<file path="src/rtl/writeback_queue_if.sv">
// writeback_queue_if: result handshake (producer -> queue) and register file
// write port (queue -> register file) bundled for the writeback queue.
// master = producer/register-file side, slave = the queue itself.
interface writeback_queue_if #(
  parameter int AW = 5,
  parameter int DW = 32
);
  // producer handshake
  logic          result_valid;
  logic          result_ready;
  logic [AW-1:0] result_reg;
  logic [DW-1:0] result_data;
  // register file write port
  logic          EnableWrite;
  logic [AW-1:0] write_reg;
  logic [DW-1:0] write_data;

  modport master (
    output result_valid, result_reg, result_data,
    input  result_ready, EnableWrite, write_reg, write_data
  );

  modport slave (
    input  result_valid, result_reg, result_data,
    output result_ready, EnableWrite, write_reg, write_data
  );
endinterface

</file>
<file path="src/rtl/writeback_queue.sv">
// Purpose: in-order writeback FIFO between MEM/WB and the register file write
//          port, with per-register pending status for decode hazard stalls.
// Latency: result accepted at edge N is written to the register file at edge
//          N+1 when the queue is empty and wb_hold is low.
// Backpressure: result_ready drops when DEPTH entries are queued; an offer
//          while not ready sets sticky err_overflow and must be held.
//
// Ports:
//   clk, rst            clock, synchronous active-high reset
//   wb (slave)          result_valid/ready/reg/data in, EnableWrite/write_reg/
//                       write_data out to the register file
//   wb_hold             blocks draining this cycle
//   query_reg1/2        decode source indices; busy1/2 flag a queued write
//   count               number of queued entries
//   err_overflow        sticky offer-while-full flag
//   fwd1/2_valid/data   (only with `define WB_FORWARD_EN) youngest queued
//                       value for query_reg1/2
module writeback_queue #(
  parameter int DEPTH = 4,
  parameter int AW    = 5,
  parameter int DW    = 32
) (
  input  logic                       clk,
  input  logic                       rst,
  writeback_queue_if.slave           wb,
  input  logic                       wb_hold,
  input  logic [AW-1:0]              query_reg1,
  input  logic [AW-1:0]              query_reg2,
  output logic                       busy1,
  output logic                       busy2,
  output logic [$clog2(DEPTH):0]     count,
`ifdef WB_FORWARD_EN
  output logic                       fwd1_valid,
  output logic [DW-1:0]              fwd1_data,
  output logic                       fwd2_valid,
  output logic [DW-1:0]              fwd2_data,
`endif
  output logic                       err_overflow
);

  localparam int PW = (DEPTH > 1) ? $clog2(DEPTH) : 1;
  localparam int CW = $clog2(DEPTH) + 1;
  localparam logic [CW-1:0] FULL = CW'(DEPTH);

  typedef struct packed {
    logic [AW-1:0] rd;
    logic [DW-1:0] dat;
  } entry_t;

  entry_t          entries_q [DEPTH];
  entry_t          entries_d [DEPTH];
  logic [DEPTH-1:0] valid_q, valid_d;
  logic [PW-1:0]   rd_ptr_q, rd_ptr_d;
  logic [PW-1:0]   wr_ptr_q, wr_ptr_d;
  logic [CW-1:0]   count_q, count_d;
  logic            err_q, err_d;

  logic            accept;
  logic            push;
  logic            pop;

  always_comb begin
    // Readiness depends only on current occupancy; a same-cycle drain does not
    // open a slot early.
    wb.result_ready = (count_q != FULL);
    accept          = wb.result_valid && wb.result_ready;
    // Register 0 is never written, so such results are acknowledged but dropped.
    push            = accept && (wb.result_reg != '0);
    pop             = (count_q != '0) && !wb_hold;

    wb.EnableWrite  = pop;
    wb.write_reg    = pop ? entries_q[rd_ptr_q].rd  : '0;
    wb.write_data   = pop ? entries_q[rd_ptr_q].dat : '0;

    entries_d = entries_q;
    valid_d   = valid_q;
    rd_ptr_d  = rd_ptr_q;
    wr_ptr_d  = wr_ptr_q;

    // Pointers only coincide when empty (no pop) or full (no push), so the
    // pop clear and push set never target the same slot.
    if (pop) begin
      valid_d[rd_ptr_q] = 1'b0;
      rd_ptr_d          = rd_ptr_q + PW'(1);
    end
    if (push) begin
      entries_d[wr_ptr_q].rd  = wb.result_reg;
      entries_d[wr_ptr_q].dat = wb.result_data;
      valid_d[wr_ptr_q]       = 1'b1;
      wr_ptr_d                = wr_ptr_q + PW'(1);
    end

    count_d = count_q + CW'(push) - CW'(pop);
    err_d   = err_q || (wb.result_valid && !wb.result_ready);
  end

  always_ff @(posedge clk) begin
    if (rst) begin
      valid_q  <= '0;
      rd_ptr_q <= '0;
      wr_ptr_q <= '0;
      count_q  <= '0;
      err_q    <= 1'b0;
    end else begin
      valid_q  <= valid_d;
      rd_ptr_q <= rd_ptr_d;
      wr_ptr_q <= wr_ptr_d;
      count_q  <= count_d;
      err_q    <= err_d;
    end
  end

  // Payload needs no reset: it is only observed through valid bits.
  always_ff @(posedge clk) begin
    entries_q <= entries_d;
  end

  assign count        = count_q;
  assign err_overflow = err_q;

  // Pending status covers every valid slot, including the head being written.
  always_comb begin
    busy1 = 1'b0;
    busy2 = 1'b0;
    for (int i = 0; i < DEPTH; i++) begin
      if (valid_q[i] && (entries_q[i].rd == query_reg1) && (query_reg1 != '0))
        busy1 = 1'b1;
      if (valid_q[i] && (entries_q[i].rd == query_reg2) && (query_reg2 != '0))
        busy2 = 1'b1;
    end
  end

`ifdef WB_FORWARD_EN
  // Walk from oldest to youngest; the last match seen is the youngest value.
  logic [PW-1:0] fwd_idx;
  always_comb begin
    fwd1_data = '0;
    fwd2_data = '0;
    fwd_idx   = '0;
    for (int i = 0; i < DEPTH; i++) begin
      fwd_idx = rd_ptr_q + PW'(i);
      if (valid_q[fwd_idx] && (entries_q[fwd_idx].rd == query_reg1) && (query_reg1 != '0))
        fwd1_data = entries_q[fwd_idx].dat;
      if (valid_q[fwd_idx] && (entries_q[fwd_idx].rd == query_reg2) && (query_reg2 != '0))
        fwd2_data = entries_q[fwd_idx].dat;
    end
  end
  assign fwd1_valid = busy1;
  assign fwd2_valid = busy2;
`endif

endmodule

</file>
<file path="src/flat_wrapper.sv">
// flat-port wrapper written by rule: the top's interface ports become plain ports
module writeback_queue_flat 
#(
  parameter int DEPTH = 4,
  parameter int AW    = 5,
  parameter int DW    = 32
)
  (clk, rst, wb_hold, query_reg1, query_reg2, busy1, busy2, count, err_overflow, wb_result_valid, wb_result_reg, wb_result_data, wb_result_ready, wb_EnableWrite, wb_write_reg, wb_write_data);
  writeback_queue_if #(.AW(AW), .DW(DW)) wb_i ();
  input  logic clk;
  input  logic rst;
  input  logic wb_hold;
  input  logic [AW-1:0] query_reg1;
  input  logic [AW-1:0] query_reg2;
  output logic busy1;
  output logic busy2;
  output logic [$clog2(DEPTH):0] count;
  output logic err_overflow;
  input wire logic [$bits(wb_i.result_valid)-1:0] wb_result_valid;
  input wire logic [$bits(wb_i.result_reg)-1:0] wb_result_reg;
  input wire logic [$bits(wb_i.result_data)-1:0] wb_result_data;
  output wire logic [$bits(wb_i.result_ready)-1:0] wb_result_ready;
  output wire logic [$bits(wb_i.EnableWrite)-1:0] wb_EnableWrite;
  output wire logic [$bits(wb_i.write_reg)-1:0] wb_write_reg;
  output wire logic [$bits(wb_i.write_data)-1:0] wb_write_data;
  assign wb_i.result_valid = wb_result_valid;
  assign wb_i.result_reg = wb_result_reg;
  assign wb_i.result_data = wb_result_data;
  assign wb_result_ready = wb_i.result_ready;
  assign wb_EnableWrite = wb_i.EnableWrite;
  assign wb_write_reg = wb_i.write_reg;
  assign wb_write_data = wb_i.write_data;
  writeback_queue #(.DEPTH(DEPTH), .AW(AW), .DW(DW)) u_core (.clk(clk), .rst(rst), .wb(wb_i), .wb_hold(wb_hold), .query_reg1(query_reg1), .query_reg2(query_reg2), .busy1(busy1), .busy2(busy2), .count(count), .err_overflow(err_overflow));
endmodule
</file>
<file path="config.mk">
export PLATFORM = sky130hd
export DESIGN_NAME = writeback_queue_flat
export DESIGN_NICKNAME = d
export VERILOG_FILES = /design/src/rtl/writeback_queue_if.sv /design/src/rtl/writeback_queue.sv /design/src/flat_wrapper.sv
export SDC_FILE = /design/constraint.sdc
export NUM_CORES = 1
export LEC_CHECK = 0
export ABC_CLOCK_PERIOD_IN_PS = 4600
export CAP_MARGIN = 25
export CORE_MARGIN = 5
export CORE_UTILIZATION = 55
export DETAILED_ROUTE_END_ITERATION = 16
export PLACE_DENSITY = 0.88
export REMOVE_ABC_BUFFERS = 1
export SETUP_SLACK_MARGIN = 0.2
export SYNTH_ARGS = -nofsm -noshare
export SYNTH_HDL_FRONTEND = slang
export SYNTH_SLANG_ARGS = --single-unit
export TNS_END_PERCENT = 20
</file>
<file path="constraint.sdc">
create_clock -name clk -period 4.6 [get_ports clk]
set_input_delay 0.46 -clock clk [delete_from_list [all_inputs] [get_ports clk]]
set_output_delay 0.46 -clock clk [all_outputs]
set_load 0.02 [all_outputs]
</file>
==> flow_metrics.tcl <==
set metrics [dict create \
    cts_resized 0 \
    die_x_um 128 \
    hp-class "register to register" \
    min_to "u_core.err_overflow$_SDFF_PP0_" \
    startpoint "u_core.rd_ptr_q[0]$_SDFFE_PP0P_" \
    track_usage 0.208 \
    num_rows 43 \
    detail_route.wirelength_mm 16.4 \
    ys_warn_count 0 \
    power-per-cell-area_nw_per_um2 514 \
    hold_path_startpoint "u_core.err_overflow$_SDFF_PP0_" \
    synth_seq_area_share 0.615 \
    cp.required_ns 4.14 \
    leakage_nw 3.30 \
    cts-buffers-inserted 17 \
    drc 0 \
    ant_nets 0 \
    reg2reg_from "u_core.count[1]$_SDFF_PP0_" \
    cts_buffer_depth 2 \
    dp_hpwl_mm 9.42 \
    numClockSinks 160 \
    final_cells 795 \
    start_util 0.555 \
    num-nets-final 664 \
    rsz0062_at_grt "false" \
    cp.arrival_ns 2.68 \
    fp.dieH_um 128 \
    timing_worst_setup_path_type "register to output port" \
    hold_viol 0 \
    insertion_delay_ns 0.42 \
    core_area_um2 13700 \
    skew_ns 0.00655 \
    cts_tree "built" \
    ctsHoldBuffers 0 \
    reg2reg_depth 10 \
    start_kind "register" \
    finalMaxSlewViolations 0 \
    tightest_slew_ns 1.04 \
    finalSetupViolCount 0 \
    netlist_instances 516 \
    antennaDiodeCount 0 \
    crit_fanout 41 \
    r2r_end "u_core.count[2]$_SDFF_PP0_" \
    finalCritPeriodShare 0.683 \
    synth_area_um2 7610 \
    ff_latch_area_um2 4690 \
    grt_max_degree 46 \
    ys_seq_elements 160 \
    grt_pass1_wl_mm 25.6 \
    grt_pass1_vias 4765 \
    multi_input_area_um2 2750 \
    drt_iter0_drc 352 \
    vias 4494 \
    vias_per_cell 5.65 \
    htree_num_levels 4 \
    setup_tns_ns 0 \
    port_buffers 95 \
    post-cts-setup-buffers 0 \
    max_freq_ghz 0.318 \
    grt_overflow 0 \
    synth.avg_cell_area_um2 14.8 \
    area_delta_synth_final_pct 23.1 \
    worst-r2r-setup-slack_ns 1.71 \
    period_needed_ns 3.14 \
    endpoint_kind "output port" \
    ir_worst_vdd_mv 0.246 \
    status "finished clean" \
    fillCellCount 971 \
    max_slew_margin 0.307 \
    drv_cap 0 \
    place_congestion 0.870 \
    first_pass_iters 5 \
    wl_per_cell_um 20.6 \
    root_buffer "clkbuf_16" \
    synth_cell_types 30 \
    drive_above_1_share 0.138 \
    antenna_found_initial 0 \
    dieArea_um2 16300 \
    ioPinCount 96 \
    clk_pin_slew_ns 0.06 \
    dpl.cell_count 759 \
    hold_path_depth 2 \
]
## layer usage
layer	vias up	GRT usage	share of wire
met5	-	0	0
met4	0	0.0612	0.018
met3	25	0.0523	0.056
met2	153	0.350	0.51
met1	2298	0.270	0.42
li1	2018	-	-
## worst max-delay path, cell delays in order, from the launching register on
cell	delay (ns)
dfxtp_4	0.90
mux4_2	0.63
and2_1	0.18
clkdlybuf4s50_1	0.53
## worst max-delay path by stage
stage,depth (start not counted),endpoint,slack [ns]
2_1_floorplan,10,u_core.count[2]$_SDFF_PP0_,1.30
3_3_place_gp,10,u_core.count[2]$_SDFF_PP0_,1.45
3_5_place_dp,10,u_core.count[2]$_SDFF_PP0_,1.34
4_1_cts,3,wb_write_data[3],1.41
5_1_grt,4,wb_write_data[21],1.30
6_report,3,wb_write_data[28],1.46
## registers in the layout, indices dropped and copies added, names as in the netlist
signal,cells
u_core.count,3
u_core.entries_q,148
u_core.err_overflow,1
u_core.rd_ptr_q,2
u_core.valid_q,4
u_core.wr_ptr_q,2
## power breakdown
part	switching, mW	internal, mW
Clock	0.560	0.909
Sequential	0.163	1.81
Combinational	0.670	0.703
## cell type report
cell class | instances | area share
multi-input combinational | 313 | 0.293
clock inverter | 13 | 0.0199
sequential | 160 | 0.500
timing repair buffer | 103 | 0.113
inverter | 7 | 0.00280
tap | 180 | 0.0240
clock buffer | 19 | 0.0462
## cells in the mapped netlist
| master | count | area [µm²] |
|---|---|---|
| a21oi_1 | 1 | 5.00 |
| o21ai_0 | 1 | 5.00 |
| or3_1 | 1 | 6.26 |
| ha_1 | 10 | 125 |
| mux4_2 | 37 | 833 |
| nor4_1 | 8 | 50.1 |
| or4_1 | 2 | 15.0 |
| dfxtp_1 | 12 | 240 |
| clkbuf_1 | 28 | 105 |
| and2_1 | 165 | 1030 |
| nor2b_1 | 1 | 6.26 |
| nand3_1 | 8 | 40.0 |
| o21a_1 | 2 | 15.0 |
| edfxtp_1 | 148 | 4440 |
| buf_6 | 2 | 22.5 |
| xnor2_1 | 11 | 96.3 |
| xor2_1 | 33 | 289 |
| mux2i_1 | 1 | 10.0 |
| and2_2 | 4 | 30.0 |
| a22oi_2 | 4 | 50.1 |
| buf_2 | 5 | 25.0 |
| fa_1 | 1 | 20.0 |
| inv_1 | 7 | 26.3 |
| a31oi_1 | 1 | 6.26 |
| nand4_1 | 2 | 12.5 |
| buf_4 | 1 | 7.51 |
| o311a_4 | 1 | 21.3 |
| nand2_1 | 6 | 22.5 |
| nor3_1 | 1 | 5.00 |
| nor2_1 | 12 | 45.0 |
## cells by family after synthesis
kind of cell / Yosys count / share of synthesized area
adders and majority gates: 11 / 0.0191
xor gates and xnor gates: 44 / 0.0506
and+or+nand+nor: 210 / 0.166
buffers and inverters: 43 / 0.0245
DFF: 160 / 0.615
AOI/OAI and AO/OA: 10 / 0.0135
muxes: 38 / 0.111
## through the flow
step | setup slack, ns | hold WS [ns] | utilization | power [mW] | instance area (µm²)
after floorplan | 1.30 | 0.489 | - | 2.79 | 7450
after global routing | 1.30 | 0.511 | 0.683 | 5.03 | 9370
after global placement | 1.45 | 0.448 | 0.632 | 3.31 | 8670
after detailed placement | 1.34 | 0.460 | 0.632 | 3.36 | 8670
after CTS | 1.41 | 0.476 | 0.677 | 4.83 | 9290
final | 1.46 | 0.476 | 0.683 | 4.82 | 9370
## cell usage in the layout, fill, tap and decap left out
cell type        instances
clkinv_4                 4
clkbuf_16               17
or4_1                    2
or3_1                    1
ha_1                    10
and2_1                 165
mux2i_1                  1
inv_1                    7
o21a_1                   2
nor2_4                   1
and2_2                   4
nor3_1                   1
bufinv_16                4
nand4_1                  2
a22oi_2                  4
dfxtp_2                  1
nand2_1                  6
clkbuf_1                 2
fa_1                     1
inv_6                    1
edfxtp_1               148
nand3_1                  8
buf_4                    4
o311a_4                  1
dfxtp_1                 10
xnor2_1                 11
a21oi_1                  1
nor4_1                   8
o21ai_0                  1
nor2b_1                  1
dfxtp_4                  1
nor2_1                  11
xor2_1                  33
clkinvlp_4               2
mux4_2                  37
a31oi_1                  1
clkdlybuf4s50_1         95
buf_12                   4
clkinv_1                 2
Power figures use the tool's default switching activity.
